[config.mk]
export PLATFORM = sky130hd
export DESIGN_NAME = alu_issue_arbiter
export DESIGN_NICKNAME = d
export VERILOG_FILES = /design/src/rtl/alu_issue_arbiter.sv
export SDC_FILE = /design/constraint.sdc
export NUM_CORES = 1
export LEC_CHECK = 0
export ABC_AREA = 1
export BUFFER_PORTS_ARGS = -buffer_cell sky130_fd_sc_hd__buf_2
export CAP_MARGIN = 20
export CORE_AREA = 8 8 319 321
export CTS_CLUSTER_DIAMETER = 40
export DETAILED_ROUTE_END_ITERATION = 8
export DIE_AREA = 0 0 327 329
export GPL_ROUTABILITY_DRIVEN = 0
export GPL_TIMING_DRIVEN = 0
export PLACE_DENSITY_LB_ADDON = 0.25
export SLEW_MARGIN = 30
export SYNTH_ARGS = -nofsm -noshare
export SYNTH_HDL_FRONTEND = slang
export SYNTH_SLANG_ARGS = --single-unit
[constraint.sdc]
create_clock -name CLK -period 8.2 [get_ports CLK]
set_input_delay 0.82 -clock CLK [delete_from_list [all_inputs] [get_ports CLK]]
set_output_delay 0.82 -clock CLK [all_outputs]
set_load 0.05 [all_outputs]
[src/rtl/alu_issue_arbiter.sv]
// alu_issue_arbiter: round-robin arbiter sharing one combinational ALU between
// N_REQ requesters. Two-stage pipeline: issue register (drives alu_*) and
// result register (drives resp_*) with a valid/ready handshake toward writeback.
module alu_issue_arbiter #(
  parameter int unsigned N_REQ = 4,
  parameter int unsigned TAG_W = 6,
  parameter int unsigned LOG_N = $clog2(N_REQ)
) (
  input  logic                          CLK,
  input  logic                          RST,
  input  logic [N_REQ-1:0]              req_valid_by_req,
  input  logic [N_REQ-1:0][3:0]         req_op_by_req,
  input  logic [N_REQ-1:0][63:0]        req_A_by_req,
  input  logic [N_REQ-1:0][63:0]        req_B_by_req,
  input  logic [N_REQ-1:0][TAG_W-1:0]   req_tag_by_req,
  output logic [N_REQ-1:0]              req_ready_by_req,
  output logic [3:0]                    alu_op,
  output logic [63:0]                   alu_A,
  output logic [63:0]                   alu_B,
  input  logic [63:0]                   alu_out,
  output logic                          resp_valid,
  output logic [63:0]                   resp_out,
  output logic [TAG_W-1:0]              resp_tag,
  output logic [LOG_N-1:0]              resp_req,
  input  logic                          resp_ready
);

  // One spare bit so rr_ptr + offset never overflows before the modulo fold.
  localparam int unsigned IDX_W = LOG_N + 1;

  logic                 issue_valid;
  logic [TAG_W-1:0]     issue_tag;
  logic [LOG_N-1:0]     issue_req;
  logic [LOG_N-1:0]     rr_ptr;

  logic                 s2_free;
  logic                 s1_adv;
  logic                 s1_free;
  logic                 accept;

  logic [IDX_W-1:0]     scan_idx;
  logic                 grant_any;
  logic [LOG_N-1:0]     grant_idx;
  logic [N_REQ-1:0]     grant_vec;
  logic [LOG_N-1:0]     rr_next;

  assign s2_free = ~resp_valid | resp_ready;
  assign s1_adv  = issue_valid & s2_free;
  assign s1_free = ~issue_valid | s1_adv;
  assign accept  = grant_any & s1_free & ~RST;

  // Round-robin scan: first valid requester at or after rr_ptr, wrapping.
  always_comb begin
    grant_any = 1'b0;
    grant_idx = '0;
    grant_vec = '0;
    scan_idx  = '0;
    for (int unsigned k = 0; k < N_REQ; k++) begin
      scan_idx = IDX_W'(rr_ptr) + IDX_W'(k);
      if (scan_idx >= IDX_W'(N_REQ)) begin
        scan_idx = scan_idx - IDX_W'(N_REQ);
      end
      if (!grant_any && req_valid_by_req[LOG_N'(scan_idx)]) begin
        grant_any = 1'b1;
        grant_idx = LOG_N'(scan_idx);
      end
    end
    if (accept) begin
      grant_vec[grant_idx] = 1'b1;
    end
  end

  assign req_ready_by_req = grant_vec;
  assign rr_next = (grant_idx == LOG_N'(N_REQ - 1)) ? '0 : grant_idx + LOG_N'(1);

  // Issue stage: load the winner, otherwise drop valid once the op moves on.
  always_ff @(posedge CLK or posedge RST) begin
    if (RST) begin
      issue_valid <= 1'b0;
      alu_op      <= '0;
      alu_A       <= '0;
      alu_B       <= '0;
      issue_tag   <= '0;
      issue_req   <= '0;
      rr_ptr      <= '0;
    end else if (accept) begin
      issue_valid <= 1'b1;
      alu_op      <= req_op_by_req[grant_idx];
      alu_A       <= req_A_by_req[grant_idx];
      alu_B       <= req_B_by_req[grant_idx];
      issue_tag   <= req_tag_by_req[grant_idx];
      issue_req   <= grant_idx;
      rr_ptr      <= rr_next;
    end else if (s1_adv) begin
      issue_valid <= 1'b0;
    end
  end

  // Result stage: capture ALU output on advance, clear valid when drained.
  always_ff @(posedge CLK or posedge RST) begin
    if (RST) begin
      resp_valid <= 1'b0;
      resp_out   <= '0;
      resp_tag   <= '0;
      resp_req   <= '0;
    end else if (s1_adv) begin
      resp_valid <= 1'b1;
      resp_out   <= alu_out;
      resp_tag   <= issue_tag;
      resp_req   <= issue_req;
    end else if (resp_ready) begin
      resp_valid <= 1'b0;
    end
  end

endmodule
==> results of run 1 <==
-- state kept, by name, summed over array words and instances, names as in the netlist --
signal / cells
issue_valid: 1
issue_tag: 6
resp_tag: 6
alu_op: 4
issue_req: 2
alu_A: 64
rr_ptr: 2
resp_req: 2
resp_out: 64
resp_valid: 1
alu_B: 64
-- logic make-up after synthesis --
family	Yosys count	synth area share (%)
AOI/OAI and AO/OA	10	0.392
buffers and inverters	177	6.81
DFF	216	38.5
muxes	70	5.61
and+or+nand+nor	1718	48.7
-- layer usage --
metal	global-route usage [%]	vias to the layer above	part of all wire [%]
met5	0	-	0.058
met2	28.4	755	47
met1	20.8	8477	41
li1	-	8671	-
met3	5.45	140	8.8
met4	5.27	10	3.0
-- cell usage after synthesis --
cell type,instances,area (µm²)
clkbuf_1,24,90.1
buf_6,14,158
o21a_1,1,7.51
nand3_2,1,10.0
nand2_1,1420,5330
nor2_1,5,18.8
o21ai_1,2,10.0
o21ai_0,5,25.0
buf_4,14,105
dfrtp_1,216,5410
inv_1,12,45.0
nor2_2,3,18.8
buf_1,1,3.75
a21oi_1,1,5.00
nand2_2,4,25.0
nand3_1,283,1420
o211ai_1,1,7.51
mux2_2,70,788
nand2_4,1,11.3
nor3_1,1,5.00
buf_2,107,536
inv_2,5,18.8
-- worst paths after layout --
path	from	cells past startpoint	endpoint	slack, ns
min in group CLK	alu_out[39]	2	resp_out[39]	0.44
min	RST	2	alu_B[41]	0.26
max	rr_ptr[0]	15	req_ready_by_req[2]	3.81
max reg2reg	rr_ptr[0]	16	alu_op[1]	5.07
min reg2reg	alu_B[53]	2	alu_B[53]	0.47
max in group asynchronous	RST	3	alu_A[42]	7.07
-- metrics by stage --
stage / hold WS [ns] / worst slack, ns
final: 0.263 / 3.81
after global routing: 0.270 / 3.38
after CTS: 0.250 / 3.60
after detailed placement: 0.459 / 3.76
after global placement: 0.458 / -3.49
after floorplan: 0.445 / 0.0552
-- cells in the final DEF (no fill, tap or decap), types with 5 or more instances in the layout --
cell type	count
buf_4	14
buf_2	938
clkbuf_1	25
bufinv_16	8
nand2_1	1420
diode_2	14
nor2_1	5
o21ai_0	5
inv_2	5
clkinv_4	12
inv_1	11
clkbuf_8	8
nand3_1	283
dfrtp_1	216
mux2_2	70
clkinvlp_4	7
buf_6	14
clkbuf_16	56
-- worst max-delay path: stages (launching register included) --
cell,delay (ns)
dfrtp_1,0.40
buf_4,0.19
nand2_1,0.06
nand2_1,0.10
nand2_1,0.07
nand2_1,0.06
nor2_2,0.12
nand2_1,0.09
nor2_1,0.12
nor2_2,0.10
inv_2,0.25
buf_2,0.51
buf_2,0.34
nand3_1,0.14
inv_1,0.09
buf_2,0.28
-- layout make-up --
| cell class | count | area share (%) |
|---|---|---|
| multi-input cells | 1798 | 35.0 |
| flip-flops and latches | 216 | 24.6 |
| repair buffers | 833 | 19.2 |
| well taps | 1287 | 7.34 |
| clock buffers | 67 | 6.94 |
| plain buffers | 160 | 4.08 |
| clock inverters | 37 | 2.29 |
| inverters | 17 | 0.325 |
| diodes | 14 | 0.160 |
==> flow_summary.json, run 1 <==
{
  "wl_per_cell_um": 21.9,
  "netlist_area_um2": 14000,
  "dieArea_um2": 108000,
  "hold_path_class": "in -> async",
  "cp-end-kind": "primary output",
  "synthToLayoutAreaGrowth_pct": 56.2,
  "slew_headroom_pct": 37.8,
  "grt_max_degree": 84,
  "num_rows": 115,
  "postCtsSetupBuffers": 0,
  "post_dp_cell_area_um2": 19900,
  "setup_tns_ns": 0,
  "gr-total-overflow": 0,
  "synth_nets": 2814,
  "dp_hpwl_mm": 79.1,
  "critPathArrivalTime_ns": 3.57,
  "slew_viol_final": 0,
  "seqCellArea_um2": 5410,
  "numCtsBuffers": 55,
  "dieWidth_um": 327,
  "cts-htree-levels": 2,
  "grt_pass1_wl_mm": 133,
  "grt_antenna_before_repair": 15,
  "worstSetupPathType": "reg -> out",
  "place_inst": 4311,
  "synth.avg_cell_area_um2": 6.41,
  "utilization_pct": 22.6,
  "ys_seq_elements": 216,
  "finClkSkew_ns": 0.0302,
  "num_vias": 18053,
  "finalHoldViolations": 0,
  "multiInputGateArea_um2": 7680,
  "ys_seq_area_share_pct": 38.5,
  "grt_usage_pct": 17.0,
  "drive_above_1_share_pct": 37.0,
  "grt_pass1_vias": 18430,
  "worstPathMaxFanout": 11,
  "clockBufferDepth": 3,
  "io_pins": 832,
  "status": "complete, no violations",
  "clk_latency_ns": 0.61,
  "cts.sinks": 216,
  "crit_required_ns": 7.38,
  "min_period_ns": 4.39,
  "via_per_inst": 4.08,
  "routed_wl_mm": 97.2,
  "yosysWarnings": 0,
  "worst_pin_slew_ns": 0.932,
  "coreArea_um2": 97100,
  "cts_tree": "built",
  "drt_iter0_drc": 1200,
  "firstDrtPassIters": 5,
  "final_area_um2": 21900,
  "rsz0062_at_grt": "no",
  "ys_types": 22,
  "hold_buffers": 0,
  "drc": 0,
  "cts_resized": 0,
  "fmax_mhz": 228,
  "setup_viol": 0,
  "clk_pin_slew_worst_paths_ns": 0.05,
  "initial_utilization_pct": 14.5,
  "clock-root-buffer": "clkbuf_16",
  "fill_cells": 11280,
  "nNetsFinal": 3704,
  "finalCritPeriodShare_pct": 53.6,
  "ant_nets": 0,
  "cap_violations": 0,
  "fin_cells": 4429,
  "die_h_um": 329,
  "syn_inst": 2191,
  "critPathLaunchType": "flip-flop",
  "io_buffers": 831
}
Power of run 1 is left out: the tool's default activity adds up to more than one toggle a clock period on the data nets, which glitch-free logic cannot reach.
==> run 2, diff against run 1 <==
clock period = 4.46 ns   (was 8.2 ns; I/O delays follow)
==> flow_summary.json, run 2 (synthesized netlist as in run 1, its figures left out) <==
{
  "setup_tns_ns": 0,
  "final_area_um2": 22100,
  "mostFrequentLayoutCells": "1420 x nand2_1, 928 x buf_2, 281 x nand3_1",
  "crit_top_cell": "buf_12",
  "hold_path_class": "in -> reg",
  "coreArea_um2": 97100,
  "max_stage_delay_ns": 0.53,
  "die_h_um": 329,
  "cts-htree-levels": 2,
  "grt_pass1_wl_mm": 132,
  "fmax_mhz": 239,
  "dp_hpwl_mm": 77.9,
  "critPathArrivalTime_ns": 3.74,
  "numCtsBuffers": 55,
  "finClkSkew_ns": 0.0261,
  "postCtsSetupBuffers": 0,
  "via_per_inst": 4.03,
  "fill_cells": 11286,
  "gr-total-overflow": 0,
  "num_rows": 115,
  "dieWidth_um": 327,
  "critPathLaunchType": "primary input",
  "cts_tree": "built",
  "worstSetupPathType": "in -> out",
  "clk_latency_ns": 0.61,
  "post_dp_cell_area_um2": 20100,
  "cp-end-kind": "primary output",
  "io_buffers": 831,
  "min_period_ns": 4.18,
  "cts.sinks": 216,
  "wl_per_cell_um": 21.5,
  "clockBufferDepth": 3,
  "worst_pin_slew_ns": 1.00,
  "clock-root-buffer": "clkbuf_16",
  "grt_max_degree": 28,
  "place_ws_ns": 0.241,
  "finalHoldViolations": 0,
  "cap_violations": 0,
  "cpMaxStageDelayCell": "dlygate4sd3_1",
  "drive_above_1_share_pct": 37.4,
  "cp_cell_sequence": "dlygate4sd3_1 > buf_2 > clkinvlp_4 > buf_12 > buf_12 > buf_12 > buf_12 > buf_12 > o21ai_1 > nor2_1 > buf_2 > nand3_2 > inv_1 > buf_2",
  "drc": 0,
  "slew_headroom_pct": 33.3,
  "clk_pin_slew_worst_paths_ns": 0.06,
  "io_pins": 832,
  "reg_top3": "alu_A x64, alu_B x64, resp_out x64",
  "drt_iter0_drc": 932,
  "finalCritPeriodShare_pct": 93.8,
  "slew_viol_final": 0,
  "utilization_pct": 22.8,
  "rsz0062_at_grt": "no",
  "setup_viol": 0,
  "worst_slack_ns": 0.278,
  "status": "complete, no violations",
  "routed_wl_mm": 95.2,
  "crit_required_ns": 4.01,
  "firstDrtPassIters": 5,
  "multiInputGateArea_um2": 7700,
  "synthToLayoutAreaGrowth_pct": 57.7,
  "ant_nets": 0,
  "num_vias": 17885,
  "nNetsFinal": 3715,
  "grt_pass1_vias": 18557,
  "worstPathMaxFanout": 25,
  "seqCellArea_um2": 5410,
  "grt_antenna_before_repair": 30,
  "final_common_cell": "nand2_1",
  "initial_utilization_pct": 14.5,
  "dieArea_um2": 108000,
  "grt_usage_pct": 16.8
}
## run 2: changes by cell type in the layout (fill, tap and decap cells not counted), moves of 4 or more
cell | before | now
clkbuf_8 | 8 | 4
clkinvlp_4 | 7 | 13
buf_2 | 938 | 928
clkbuf_1 | 25 | 19
buf_12 | 0 | 10
buf_4 | 14 | 22
buf_6 | 14 | 18
clkinv_4 | 12 | 8
## run 2: path summary, 6_finish.rpt
path	from	depth (start not counted)	slack [ns]	endpoint
max	RST	14	0.28	req_ready_by_req[1]
min	alu_out[6]	2	0.06	resp_out[6]
max reg2reg	rr_ptr[0]	15	1.04	alu_B[27]
min reg2reg	alu_B[45]	2	0.47	alu_B[45]
max in group asynchronous	RST	8	3.19	alu_A[41]
min in group asynchronous	RST	5	0.55	resp_out[59]
## run 2: critical path: cells and delay by family
family	cells	cell delay (ns)
buffers and inverters	11	2.35
AOI/OAI and AO/OA	1	0.24
and+or+nand+nor	2	0.65
## run 2: layout make-up
| type | count | share of cell area, % |
|---|---|---|
| buffer | 160 | 4.32 |
| clock inverter | 44 | 2.57 |
| sequential | 216 | 24.4 |
| clock buffer | 59 | 6.42 |
| antenna | 11 | 0.124 |
| multi-input combinational | 1798 | 34.8 |
| inverter | 17 | 0.305 |
| tap | 1287 | 7.27 |
| timing repair buffer | 844 | 19.8 |
## run 2: repair_timing
| item | 4_1_cts | 5_1_grt |
|---|---|---|
| endpoints found under the setup margin | 0 | 2 |
| gates resized for setup | 0 | 4 |
| endpoints found under the hold margin | 25 | 0 |
| hold buffers | 4 | 0 |
## run 2: metrics by stage
step,instances,hold WS [ns]
after floorplan,2191,0.445
after global placement,4309,0.458
after detailed placement,4318,0.388
after CTS,4425,0.00782
after global routing,4430,0.0295
final,4436,0.0564
## run 2: metal layers
layer	global-route usage, %	routed length [µm]	vias up
li1	-	-	8682
met1	20.1	39300	8308
met2	27.8	44500	726
met3	5.12	7510	159
met5	0	63	-
met4	6.66	3910	10
Power of run 2 is left out for the same reason.
==> run 3, diff against run 2 <==
BUFFER_PORTS_ARGS = unset   (was -buffer_cell sky130_fd_sc_hd__buf_2)
CORE_AREA = 8 8 316 318   (was 8 8 319 321)
DIE_AREA = 0 0 324 326   (was 0 0 327 329)
DONT_BUFFER_PORTS = 1   (was unset)
==> flow_summary.json, run 3 (synthesized netlist as in run 1, its figures left out) <==
{
  "io_buffers": 0,
  "cts-htree-levels": 2,
  "dp_hpwl_mm": 74.2,
  "drc": 0,
  "mostFrequentLayoutCells": "1420 x nand2_1, 283 x nand3_1, 216 x dfrtp_1",
  "crit_required_ns": 4.01,
  "drt_iter0_drc": 958,
  "fin_cells": 3625,
  "dieArea_um2": 106000,
  "io_pins": 832,
  "synthToLayoutAreaGrowth_pct": 30.0,
  "worstSetupPathType": "in -> out",
  "ant_nets": 0,
  "grt_max_degree": 28,
  "critPathLaunchType": "primary input",
  "rsz0062_at_grt": "no",
  "clk_latency_ns": 0.61,
  "setup_viol": 0,
  "finalCritPeriodShare_pct": 92.7,
  "clockBufferDepth": 3,
  "grt_antenna_before_repair": 16,
  "worst_slack_ns": 0.326,
  "cts_tree": "built",
  "worstPathMaxFanout": 25,
  "worst_pin_slew_ns": 0.780,
  "wl_per_cell_um": 24.7,
  "clock-root-buffer": "clkbuf_16",
  "gr-total-overflow": 0,
  "firstDrtPassIters": 5,
  "critPathArrivalTime_ns": 3.69,
  "grt_pass1_vias": 15520,
  "via_per_inst": 4.12,
  "postCtsSetupBuffers": 0,
  "fmax_mhz": 242,
  "die_h_um": 326,
  "slew_viol_final": 0,
  "grt_pass1_wl_mm": 121,
  "coreArea_um2": 94400,
  "reg_top3": "alu_A x64, alu_B x64, resp_out x64",
  "hold_path_class": "in -> reg",
  "finClkSkew_ns": 0.0322,
  "num_rows": 113,
  "final_common_cell": "nand2_1",
  "place_ws_ns": 0.766,
  "drive_above_1_share_pct": 13.6,
  "cp-end-kind": "primary output",
  "initial_utilization_pct": 14.9,
  "slew_headroom_pct": 47.8,
  "final_area_um2": 18300,
  "clk_pin_slew_worst_paths_ns": 0.05,
  "grt_usage_pct": 16.0,
  "routed_wl_mm": 89.5,
  "dieWidth_um": 324,
  "finalHoldViolations": 0,
  "min_period_ns": 4.13,
  "place_inst": 3465,
  "fill_cells": 10997,
  "nNetsFinal": 2936,
  "status": "complete, no violations",
  "num_vias": 14926,
  "numCtsBuffers": 46,
  "whs_ns": 0.0691,
  "post_dp_cell_area_um2": 15900,
  "cap_violations": 0,
  "cts.sinks": 216
}
==> run 3: cell types whose count changed in the layout (fill, tap and decap cells not counted), sizes merged <==
cell         previous run  this run
buf                   978       145
clkinv                 17        11
clkbuf                 83        79
inv                    23        18
dlygate4sd3             2        65
clkinvlp               13         9
==> run 3: per-stage QoR <==
| step | utilization (%) | setup TNS, ns |
|---|---|---|
| 6_report | 19.3 | 0 |
| 5_1_grt | 19.3 | 0 |
| 4_1_cts | 19.3 | 0 |
| 3_5_place_dp | 16.8 | 0 |
| 3_3_place_gp | 16.6 | -637.38 |
| 2_1_floorplan | - | -25.24 |
==> run 3: repair_timing <==
item	4_1_cts	5_1_grt
hold buffers	65	0
endpoints found under the hold margin	89	0
gates resized for setup	0	2
setup endpoints to repair	0	2
==> run 3: path summary, 6_finish.rpt <==
kind	start	to	slack, ns	cells past startpoint
max	RST	req_ready_by_req[3]	0.33	11
min	resp_ready	resp_valid	0.07	3
max reg2reg	rr_ptr[0]	alu_B[27]	1.11	15
min reg2reg	issue_tag[0]	issue_tag[0]	0.48	2
max in group asynchronous	RST	alu_A[41]	2.91	7
min in group asynchronous	RST	resp_out[40]	0.28	2
==> run 3: critical path: stages <==
cell	delay, ns
dlygate4sd3_1	0.57
clkinvlp_4	0.23
buf_16	0.20
buf_12	0.20
buf_12	0.20
buf_12	0.21
o21ai_1	0.20
nor2_1	0.33
clkbuf_2	0.38
nand2_1	0.15
nor2_2	0.50
==> run 3: cell type report <==
cell class              count  area, µm²  share of cell area [%]
well taps                1265       1580                    8.67
diodes                     11       27.5                   0.151
clock inverters            29        455                    2.49
multi-input cells        1798       7690                    42.1
repair buffers             74        838                    4.59
flip-flops and latches    216       5410                    29.6
inverters                  17       75.1                   0.411
clock buffers              55       1220                    6.71
plain buffers             160        955                    5.23
==> run 3: metal layers <==
metal	up-vias	part of all wire (%)	GRT usage (%)
met3	72	8.3	4.94
li1	7091	-	-
met4	4	1.6	3.06
met1	7135	41	19.2
met2	624	49	28.0
met5	-	0.030	0
Power of run 3 is left out for the same reason.
